--- src/rtl/edge_det_pkg.sv ---
// Shared constants and helpers for signal_edge_detector.
//   DEF_WIDTH / DEF_CNT_W : default parameter values of the top
//   SYNC_STAGES           : flop depth of the optional input synchronizer
//   sat_inc()             : saturating +1 for counters up to 32 bits wide
package edge_det_pkg;

  localparam int DEF_WIDTH   = 1;
  localparam int DEF_CNT_W   = 8;
  localparam int SYNC_STAGES = 2;

  // Counters are kept at their native width by the caller; the helper works on a
  // 32-bit container and the caller truncates the result back.
  function automatic logic [31:0] sat_inc(input logic [31:0] cnt, input int unsigned w);
    logic [31:0] max_v;
    max_v = (w >= 32) ? 32'hFFFF_FFFF : ((32'd1 << w) - 32'd1);
    return (cnt >= max_v) ? max_v : cnt + 32'd1;
  endfunction

endpackage

--- src/rtl/edge_det_sync.sv ---
// Per-bit multi-flop synchronizer for asynchronous level inputs.
//   clk   : destination clock
//   reset : synchronous active-high reset, clears every stage
//   d     : asynchronous levels
//   q     : levels re-timed to clk, SYNC_STAGES cycles later
module edge_det_sync
  import edge_det_pkg::*;
#(
  parameter int WIDTH = DEF_WIDTH
) (
  input  logic             clk,
  input  logic             reset,
  input  logic [WIDTH-1:0] d,
  output logic [WIDTH-1:0] q
);

  logic [SYNC_STAGES-1:0][WIDTH-1:0] ff;

  always_ff @(posedge clk) begin
    if (reset) ff <= '0;
    else       ff <= {ff[SYNC_STAGES-2:0], d};
  end

  assign q = ff[SYNC_STAGES-1];

endmodule

--- src/rtl/signal_edge_detector.sv ---
// Rising/falling/any-edge detector for a vector of level signals, with per-bit
// saturating rising- and falling-edge counters.
//   clk, reset        : single clock, synchronous active-high reset
//   signal            : WIDTH level inputs
//   cnt_clr           : synchronous clear of all counters (wins over increments)
//   posedge_detected  : one-cycle pulse per bit on 0->1
//   negedge_detected  : one-cycle pulse per bit on 1->0
//   anyedge_detected  : OR of the two above
//   pos_count         : per-bit rising-edge counts, bit i at [i*CNT_W +: CNT_W]
//   neg_count         : per-bit falling-edge counts, same packing
// Build option: define EDGE_DET_SYNC_EN to insert a 2-flop synchronizer ahead of
// the detector (adds 2 cycles of latency, for asynchronous sources).
module signal_edge_detector
  import edge_det_pkg::*;
#(
  parameter int WIDTH = DEF_WIDTH,
  parameter int CNT_W = DEF_CNT_W
) (
  input  logic                   clk,
  input  logic                   reset,
  input  logic [WIDTH-1:0]       signal,
  input  logic                   cnt_clr,
  output logic [WIDTH-1:0]       posedge_detected,
  output logic [WIDTH-1:0]       negedge_detected,
  output logic [WIDTH-1:0]       anyedge_detected,
  output logic [WIDTH*CNT_W-1:0] pos_count,
  output logic [WIDTH*CNT_W-1:0] neg_count
);

  logic [WIDTH-1:0] s, prev, pos_ev, neg_ev;
  logic             primed;

`ifdef EDGE_DET_SYNC_EN
  edge_det_sync #(.WIDTH(WIDTH)) u_sync (
    .clk   (clk),
    .reset (reset),
    .d     (signal),
    .q     (s)
  );
`else
  assign s = signal;
`endif

  // primed masks the first sample after reset, where prev is not yet valid.
  assign pos_ev = {WIDTH{primed}} &  s & ~prev;
  assign neg_ev = {WIDTH{primed}} & ~s &  prev;

  always_ff @(posedge clk) begin
    if (reset) begin
      prev             <= '0;
      primed           <= 1'b0;
      posedge_detected <= '0;
      negedge_detected <= '0;
      anyedge_detected <= '0;
    end else begin
      prev             <= s;
      primed           <= 1'b1;
      posedge_detected <= pos_ev;
      negedge_detected <= neg_ev;
      anyedge_detected <= pos_ev | neg_ev;
    end
  end

  for (genvar i = 0; i < WIDTH; i++) begin : g_cnt
    logic [CNT_W-1:0] pc, nc;
    logic [31:0]      pc_nxt, nc_nxt;

    assign pc_nxt = sat_inc(32'(pc), CNT_W);
    assign nc_nxt = sat_inc(32'(nc), CNT_W);

    always_ff @(posedge clk) begin
      if (reset || cnt_clr) begin
        pc <= '0;
        nc <= '0;
      end else begin
        if (pos_ev[i]) pc <= pc_nxt[CNT_W-1:0];
        if (neg_ev[i]) nc <= nc_nxt[CNT_W-1:0];
      end
    end

    assign pos_count[i*CNT_W +: CNT_W] = pc;
    assign neg_count[i*CNT_W +: CNT_W] = nc;
  end

endmodule

--- config.mk ---
export PLATFORM = sky130hd
export DESIGN_NAME = signal_edge_detector
export DESIGN_NICKNAME = d
export VERILOG_FILES = /design/src/rtl/edge_det_pkg.sv /design/src/rtl/edge_det_sync.sv /design/src/rtl/signal_edge_detector.sv
export SDC_FILE = /design/constraint.sdc
export NUM_CORES = 1
export LEC_CHECK = 0
export CAP_MARGIN = 20
export CORE_MARGIN = 4
export CORE_UTILIZATION = 48
export CTS_BUF_LIST = sky130_fd_sc_hd__clkbuf_16
export DETAILED_ROUTE_END_ITERATION = 10
export GPL_ROUTABILITY_DRIVEN = 0
export GPL_TIMING_DRIVEN = 0
export PLACE_DENSITY = 0.78
export SYNTH_ARGS = -nofsm -noshare
export SYNTH_HDL_FRONTEND = slang
export SYNTH_HIERARCHICAL = 1
export SYNTH_SLANG_ARGS = --single-unit
--- constraint.sdc ---
create_clock -name clk -period 2.7 [get_ports clk]
set_input_delay 0.54 -clock clk [delete_from_list [all_inputs] [get_ports clk]]
set_output_delay 0.54 -clock clk [all_outputs]
set_load 0.005 [all_outputs]
==> metrics.cfg, run 1 <==
[outcome]
outcome = finished clean

[critical_path]
crit_path_end = pos_count[7]
startpoint = signal
critPathMaxFanout = 6
ff2ff_path_depth = 5
ff2ff_setup_slack_ns = 1.21
timing.rr.end = neg_count[0]
critPathArrivalTime_ns = 2.01
endpoint_kind = flip-flop
crit_type = in -> reg
r2r_start = neg_count[0]
cp.required_ns = 2.86
startpoint_type = input pin

[final_layout]
fin_area_um2 = 1250
num-fill-cells = 159
area_growth_pct = 36.0
drive_gt1_share_pct = 10.3
diodes = 0
finalNetCount = 133
fin_util_pct = 71.1
instances_no_fill = 151
multi_input_area_um2 = 490
seq_area_um2 = 420

[clock_tree]
post_cts_buffers = 0
h-tree-depth = 1
ctsRootBufferMaster = clkbuf_16
clk_pin_slew_ns = 0.06
cts_sinks = 21
clock_path_buffers = 2
cts_buffers = 3
insertion_delay_ns = 0.25
cts_tree = built
cts_hold_buf = 0
cts_repair_resize_count = 0

[detailed_routing]
routedWlPerCell_um = 14.4
first_pass_iters = 4
wirelength_um = 2180
via_count = 880
via_per_inst = 5.83
drcViolationCount = 0
drt_iter0_markers = 11
postRouteAntennaNets = 0

[power]
comb_power_share_pct = 4.3
p_per_area_nw_per_um2 = 527
power_leakage_nw = 0.435
peakVddDrop_v = 0.000404
p_total_mw = 0.661
clkPwrFrac_pct = 47.6
internal-power_mw = 0.527
sequentialPowerShare_pct = 48.2
switching_power_mw = 0.133
swShare_pct = 20.2

[synthesis]
netlist_instances = 100
synth_common_cells = dfxtp_1, a21oi_1, nand2_1, nor2_1, a31oi_1
avgSynthCellArea_um2 = 9.22
ys_types = 32
yosysTopAreaCellShare_pct = 45.6
netlist_area_um2 = 922
postSynthNetCount = 106
synth_seq_cells = 21
synth_warnings = 6
netlist_top_cells_area = dfxtp_1, a21oi_1, a31oi_1
synth-edff-count = 0
synth_sequential_area_ratio_pct = 45.6
synthMostInstantiatedCell = dfxtp_1
ys.flop_type = dfxtp_1
synthArstFlopShare_pct = 0
synth_top_cell_by_area = dfxtp_1

[floorplanning]
die_width_um = 51.8
coreArea_um2 = 1760
initial_core_util_pct = 52.3
die_area_um2 = 2690
pin_count = 23
rows = 15
die_h_um = 51.8

[grt]
grt_max_degree = 13
grt_pass1_wl_um = 3620
grt_usage_pct = 18.5
grt_pass1_vias = 840
grt.overflow.total = 0
antenna_found_initial = 0

[timing]
fin_crit_sh_pct = 68.5
whs_ns = 0.527
clock-skew-final_ns = 0.00396
final.setup.tns_ns = 0
worst_pin_slew_ns = 0.456
slew-limit-headroom_pct = 69.6
setup_viol = 0
period_minus_slack_ns = 1.85
setup_slack_ns = 0.850
max_freq_mhz = 540
rsz0062_at_grt = false
slew_violations = 0
final_hold_viol_count = 0

[placement]
dp_cells = 147
dp_slack_ns = 0.658
port_buffers = 22
placed_cell_area_um2 = 1170
dp_hpwl_um = 1450

[min_path]
hp-class = reg -> reg

[job]
drv_cap = 0

==> final cells by class <==
type	instances	area share, %
Buffer	1	0.299
Clock buffer	3	5.99
Multi-Input combinational cell	76	39.1
Sequential cell	21	33.5
Clock inverter	1	0.399
Tap cell	25	2.50
Inverter	2	0.599
Timing Repair Buffer	22	17.6
==> metal layers <==
metal	wire [um]	vias up	global-route usage [%]
met5	0	-	0
met4	31	0	9.61
met3	105	5	4.58
met2	1090	26	31.8
met1	952	421	20.7
li1	-	428	-
==> sequential cells by signal (all words and copies together), names as in the netlist <==
| signal | flops |
|---|---|
| neg_count | 8 |
| negedge_detected | 1 |
| anyedge_detected | 1 |
| prev | 1 |
| primed | 1 |
| pos_count | 8 |
| posedge_detected | 1 |
==> critical path: stages <==
cell and delay (ns):
clkdlybuf4s50_1 0.54, nand3b_1 0.26, nor3_2 0.33, a21oi_1 0.11
a211oi_1 0.24
==> cell families (layout without fill, tap and decap cells) <==
logic type | count (synthesis) | after routing | share of synthesized area, %
simple gates | 40 | 40 | 27.4
compound gates | 30 | 30 | 19.1
flops | 21 | 21 | 45.6
xor+xnor | 3 | 3 | 2.85
buf+inv | 3 | 29 | 1.22
fa+ha+maj | 2 | 2 | 2.71
mux | 1 | 1 | 1.09
==> power groups by stage <==
stage | sequential, mW | combinational [mW] | clock [mW]
4_1_cts | 0.318 | 0.0284 | 0.318
3_5_place_dp | 0.325 | 0.0279 | 0
5_1_grt | 0.319 | 0.0308 | 0.332
2_1_floorplan | 0.325 | 0.0128 | 0
6_report | 0.318 | 0.0282 | 0.314
3_3_place_gp | 0.325 | 0.0275 | 0
==> placed cells by master (no fill, tap or decap), drive strengths merged <==
cell / count
a21oi: 14
nand2: 8
nand4b: 1
xor2: 1
nand3: 5
nor4bb: 1
clkdlybuf4s50: 22
nor2b: 1
nor2: 8
inv: 2
and3: 1
o21ai: 4
a311oi: 1
and4b: 1
o21a: 2
a31oi: 7
nor4b: 1
clkbuf: 4
or3: 1
xnor2: 2
and3b: 1
or2: 2
mux2i: 1
o2111a: 1
dfxtp: 21
nand3b: 2
ha: 2
a211oi: 1
nor3: 6
and4: 1
clkinv: 1
==> how the worst min path moves through the flow <==
stage	startpoint	to	cells past startpoint
floorplan	pos_count[0]	pos_count[0]	1
global placement	pos_count[0]	pos_count[0]	1
detailed placement	neg_count[7]	neg_count[7]	1
CTS	pos_count[0]	pos_count[0]	1
global route	neg_count[7]	neg_count[7]	1
finish	pos_count[0]	pos_count[0]	1
Power figures use the tool's default switching activity.
==> run 2, diff against run 1 <==
Settings changed: CORE_UTILIZATION 48 to 42, PLACE_DENSITY 0.78 to 0.73.
Clock period 2.7 ns to 1.7 ns, I/O delays scaled along.
==> metrics.cfg, run 2 (synthesis results as in run 1) <==
[clock_tree]
clk_pin_slew_ns = 0.06  ; about the same
ctsRootBufferMaster = clkbuf_16  ; unchanged
h-tree-depth = 1  ; unchanged
clock_path_buffers = 2  ; unchanged
cts_buffers = 3  ; unchanged
insertion_delay_ns = 0.25  ; about the same
cts_tree = built  ; unchanged
cts_sinks = 21  ; unchanged
cts_hold_buf = 0  ; unchanged

[power]
p_per_area_nw_per_um2 = 821  ; was 527 nW/um2
internal-power_mw = 0.835  ; was 0.527 mW
comb_power_share_pct = 4.3  ; about the same
clkPwrFrac_pct = 46.9  ; was 47.6%
p_total_mw = 1.04  ; was 0.661 mW
power_leakage_nw = 0.437  ; was 0.435 nW
sequentialPowerShare_pct = 48.8  ; was 48.2%
peakVddDrop_v = 0.000641  ; was 0.000404 V
switching_power_mw = 0.200  ; was 0.133 mW
swShare_pct = 19.3  ; was 20.2%

[critical_path]
startpoint_type = input pin  ; unchanged
ff2ff_setup_slack_ns = 0.24  ; was 1.21 ns
r2r_start = pos_count[0]  ; was neg_count[0]
critPathArrivalTime_ns = 1.77  ; was 2.01 ns
startpoint = signal  ; unchanged
crit_type = in -> reg  ; unchanged
worst-path-stages = 5  ; unchanged
cp_slowest_cell = clkdlybuf4s50_1  ; unchanged
crit_family = simple AND/OR/NAND/NOR gates  ; unchanged
cp.required_ns = 1.87  ; was 2.86 ns
timing.rr.end = pos_count[5]  ; was neg_count[0]
crit_path_end = pos_count[7]  ; unchanged
cp_num_buf_inv = 1  ; unchanged
ff2ff_path_depth = 5  ; unchanged
crit_chain = clkdlybuf4s50_1, nand3b_1, nor3_2, a21oi_1, a211oi_1  ; unchanged
critPathMaxFanout = 6  ; unchanged
crit_path_max_incr_delay_ns = 0.53  ; was 0.54 ns
endpoint_kind = flip-flop  ; unchanged

[floorplanning]
rows = 16  ; was 15
coreArea_um2 = 2020  ; was 1760 um2
die_h_um = 54.9  ; was 51.8 um
initial_core_util_pct = 45.6  ; was 52.3%
die_width_um = 54.9  ; was 51.8 um
die_area_um2 = 3010  ; was 2690 um2
pin_count = 23  ; unchanged

[detailed_routing]
via_count = 845  ; was 880
drcViolationCount = 0  ; unchanged
postRouteAntennaNets = 0  ; unchanged
wirelength_um = 2010  ; was 2180 um
via_per_inst = 5.52  ; was 5.83
routedWlPerCell_um = 13.2  ; was 14.4 um
drt_iter0_markers = 12  ; was 11
first_pass_iters = 4  ; unchanged

[timing]
period_minus_slack_ns = 1.60
rsz0062_at_grt = false  ; unchanged
clock-skew-final_ns = 0.00247  ; was 0.00396 ns
fin_crit_sh_pct = 94.3
setup_viol = 0  ; unchanged
worst_pin_slew_ns = 0.470  ; was 0.456 ns
slew_violations = 0  ; unchanged
final_hold_viol_count = 0  ; unchanged
max_freq_mhz = 624
slew-limit-headroom_pct = 68.6  ; was 69.6%

[job]
drv_cap = 0  ; unchanged

[final_layout]
area_growth_pct = 36.8  ; was 36.0%
instances_no_fill = 153  ; was 151
diodes = 0  ; unchanged
final_common_cell = clkdlybuf4s50_1  ; unchanged
drive_gt1_share_pct = 10.3  ; unchanged
finalNetCount = 133  ; unchanged
most-common-layout-cells = clkdlybuf4s50_1, dfxtp_1, a21oi_1  ; unchanged

[grt]
grt_usage_pct = 15.8  ; was 18.5%
antenna_found_initial = 0  ; unchanged
grt_pass1_vias = 797  ; was 840
grt_pass1_wl_um = 3430  ; was 3620 um
grt_max_degree = 12  ; was 13
grt.overflow.total = 0  ; unchanged

[min_path]
hp-class = reg -> reg  ; unchanged
hp-start = pos_count[0]  ; unchanged

[placement]
port_buffers = 22  ; unchanged
dp_hpwl_um = 1420  ; was 1450 um
dp_cells = 149  ; was 147

[outcome]
outcome = finished clean  ; unchanged

## run 2: worst min-delay path by stage
stage	to	cells after the start
2_1_floorplan	primed	1
3_3_place_gp	pos_count[0]	1
3_5_place_dp	pos_count[0]	1
4_1_cts	pos_count[0]	1
5_1_grt	pos_count[0]	1
6_report	pos_count[0]	1
## run 2: routing by layer
metal | wire, um | GRT usage, %
met1 | 880 | 20.0
met2 | 1020 | 25.0
met3 | 102 | 5.18
met4 | 12 | 4.98
met5 | 0 | 0
## run 2: power groups by stage
| stage | sequential, mW | clock, mW | combinational [mW] |
|---|---|---|---|
| finish | 0.505 | 0.486 | 0.0445 |
| global route | 0.506 | 0.524 | 0.0485 |
| CTS | 0.505 | 0.498 | 0.0449 |
| detailed placement | 0.516 | 0 | 0.0446 |
| global placement | 0.515 | 0 | 0.0434 |
| floorplan | 0.516 | 0 | 0.0204 |
## run 2: area by class of cell
type                       instances  area [um2]
fill                             167         761
multi-input combinational         76         497
sequential                        21         420
timing repair buffer              22         220
clock buffer                       3        75.1
tap                               27        33.8
inverter                           2        7.51
clock inverter                     1        3.75
buffer                             1        3.75
## run 2: worst register-to-register path, delay by kind of cell, from the launching register on
kind	cells	cell delay [ns]
compound gates	2	0.31
fa+ha+maj	1	0.26
flops	1	0.39
simple gates	2	0.45
## run 2: repair_timing
action | 4_1_cts | 5_1_grt
endpoints found under the setup margin | 0 | 1
setup buffers | 0 | 0
gates resized for setup | 0 | 1
## run 2: through the flow
step / TNS (ns) / cell area (um2) / utilization (%) / worst slack [ns] / hold slack [ns]
finish: 0 / 1260 / 62.4 / 0.0970 / 0.525
global route: 0 / 1260 / 62.4 / 0.0147 / 0.541
CTS: 0 / 1250 / 62.1 / 0.0913 / 0.534
detailed placement: -0.759 / 1180 / 58.2 / -0.141 / 0.521
global placement: -0.419 / 1180 / 58.2 / -0.0937 / 0.490
floorplan: 0 / 922 / - / 0.399 / 0.397
==> run 3, diff against run 2 <==
Settings changed: CORE_ASPECT_RATIO set to 0.6.
==> metrics.cfg, run 3 (synthesis results as in run 1) <==
[critical_path]
ff2ff_setup_slack_ns = 0.26  ; was 0.24 ns
cp_num_buf_inv = 1  ; unchanged
critPathMaxFanout = 8  ; was 6
startpoint = neg_count[2]  ; was signal
endpoint_kind = primary output  ; was flip-flop
critPathArrivalTime_ns = 1.28  ; was 1.77 ns
crit_chain = clkdlybuf4s50_1  ; was clkdlybuf4s50_1, nand3b_1, nor3_2, a21oi_1, a211oi_1
cp_slowest_cell = clkdlybuf4s50_1  ; unchanged
worst-path-stages = 1  ; was 5
timing.rr.end = neg_count[6]  ; was pos_count[5]
crit_family = buffers and inverters  ; was simple AND/OR/NAND/NOR gates
startpoint_type = flip-flop  ; was input pin
ff2ff_path_depth = 5  ; unchanged
cp.required_ns = 1.36  ; was 1.87 ns
crit_path_end = neg_count[2]  ; was pos_count[7]
crit_path_max_incr_delay_ns = 0.56  ; was 0.53 ns
crit_type = reg -> out  ; was in -> reg
r2r_start = neg_count[0]  ; was pos_count[0]

[power]
sequentialPowerShare_pct = 48.4  ; was 48.8%
p_per_area_nw_per_um2 = 822  ; was 821 nW/um2
switching_power_mw = 0.206  ; was 0.200 mW
clkPwrFrac_pct = 47.1  ; was 46.9%
power_leakage_nw = 0.464  ; was 0.437 nW
peakVddDrop_v = 0.000627  ; was 0.000641 V
swShare_pct = 19.8  ; was 19.3%
comb_power_share_pct = 4.4  ; was 4.3%
internal-power_mw = 0.837  ; was 0.835 mW

[timing]
period_minus_slack_ns = 1.62  ; was 1.60 ns
setup_slack_ns = 0.0837  ; was 0.0970 ns
fin_crit_sh_pct = 95.1  ; was 94.3%
clock-skew-final_ns = 0.00256  ; was 0.00247 ns
rsz0062_at_grt = true  ; was false
worst_pin_slew_ns = 0.474  ; was 0.470 ns
max_freq_mhz = 619  ; was 624 MHz
final_hold_viol_count = 0  ; unchanged
setup_viol = 0  ; unchanged
slew-limit-headroom_pct = 68.4  ; was 68.6%
slew_violations = 0  ; unchanged

[floorplanning]
die_area_um2 = 3030  ; was 3010 um2
rows = 12  ; was 16
die_width_um = 68.5  ; was 54.9 um
pin_count = 23  ; unchanged
die_h_um = 44.3  ; was 54.9 um
coreArea_um2 = 1970  ; was 2020 um2
initial_core_util_pct = 46.9  ; was 45.6%

[detailed_routing]
drcViolationCount = 0  ; unchanged
routedWlPerCell_um = 14.3  ; was 13.2 um
via_count = 840  ; was 845
postRouteAntennaNets = 0  ; unchanged
wirelength_um = 2200  ; was 2010 um
via_per_inst = 5.45  ; was 5.52
drt_iter0_markers = 71  ; was 12
first_pass_iters = 5  ; was 4

[clock_tree]
clk_pin_slew_ns = 0.06  ; about the same
insertion_delay_ns = 0.25  ; about the same
cts_tree = built  ; unchanged
cts_sinks = 21  ; unchanged
cts_hold_buf = 0  ; unchanged
cts_buffers = 3  ; unchanged
h-tree-depth = 1  ; unchanged
clock_path_buffers = 2  ; unchanged
ctsRootBufferMaster = clkbuf_16  ; unchanged

[placement]
dp_slack_ns = -0.143  ; was -0.141 ns
dp_hpwl_um = 1640  ; was 1420 um
dp_cells = 150  ; was 149
port_buffers = 22  ; unchanged

[final_layout]
area_growth_pct = 37.7  ; was 36.8%
multi_input_area_um2 = 503  ; was 497 um2
instances_no_fill = 154  ; was 153
num-fill-cells = 160  ; was 167
finalNetCount = 133  ; unchanged
diodes = 0  ; unchanged
most-common-layout-cells = clkdlybuf4s50_1, dfxtp_1, a21oi_1  ; unchanged
final_common_cell = clkdlybuf4s50_1  ; unchanged
seq_area_um2 = 420  ; unchanged
drive_gt1_share_pct = 10.3  ; unchanged

[job]
drv_cap = 0  ; unchanged

[min_path]
holdPathStages = 1  ; unchanged
hp-class = reg -> reg  ; unchanged

[outcome]
outcome = finished clean  ; unchanged

[grt]
grt_pass1_vias = 722  ; was 797
grt_usage_pct = 15.7  ; was 15.8%
grt.overflow.total = 0  ; unchanged
grt_max_degree = 13  ; was 12
antenna_found_initial = 0  ; unchanged
grt_pass1_wl_um = 3490  ; was 3430 um

## run 3: worst min-delay path by stage
stage	to	slack, ns	start
5_1_grt	pos_count[0]	0.55	pos_count[0]
4_1_cts	pos_count[0]	0.51	pos_count[0]
6_report	neg_count[7]	0.52	neg_count[7]
2_1_floorplan	primed	0.40	reset
3_5_place_dp	pos_count[0]	0.50	pos_count[0]
3_3_place_gp	pos_count[0]	0.49	pos_count[0]
## run 3: layout make-up
| type | instances | share of cell area, % |
|---|---|---|
| Buffer | 1 | 0.296 |
| Clock buffer | 3 | 5.91 |
| Inverter | 2 | 0.591 |
| Sequential cell | 21 | 33.1 |
| Clock inverter | 1 | 0.394 |
| Multi-Input combinational cell | 76 | 39.6 |
| Tap cell | 28 | 2.76 |
| Timing Repair Buffer | 22 | 17.3 |
## run 3: power by group through the flow
stage               Sequential (mW)  Clock (mW)  Combinational (mW)
floorplan                     0.516           0              0.0204
global placement              0.516           0              0.0436
detailed placement            0.516           0              0.0444
CTS                           0.505       0.503              0.0449
global route                  0.506       0.523              0.0503
finish                        0.506       0.492              0.0461
## run 3: stage by stage
step	hold slack, ns	util (%)	total power, mW	setup TNS, ns	instance area [um2]
4_1_cts	0.515	63.9	1.05	0	1260
2_1_floorplan	0.397	-	0.536	0	922
3_5_place_dp	0.503	59.9	0.560	-0.693	1180
5_1_grt	0.548	64.6	1.08	-0.0117	1270
3_3_place_gp	0.491	59.9	0.559	-0.580	1180
6_report	0.520	64.6	1.04	0	1270
## run 3: repair_timing
action	CTS	global route
endpoints found under the setup margin	0	2
buffers inserted	0	0
gates resized for setup	0	2
## run 3: layer usage
layer  part of all wire, %  global-route usage [%]  vias up
met5                     0                       0        -
met4                   1.0                    4.74        0
met3                   6.9                    5.33        2
met2                    41                    20.1       29
met1                    51                    24.0      385
li1                      -                       -      424
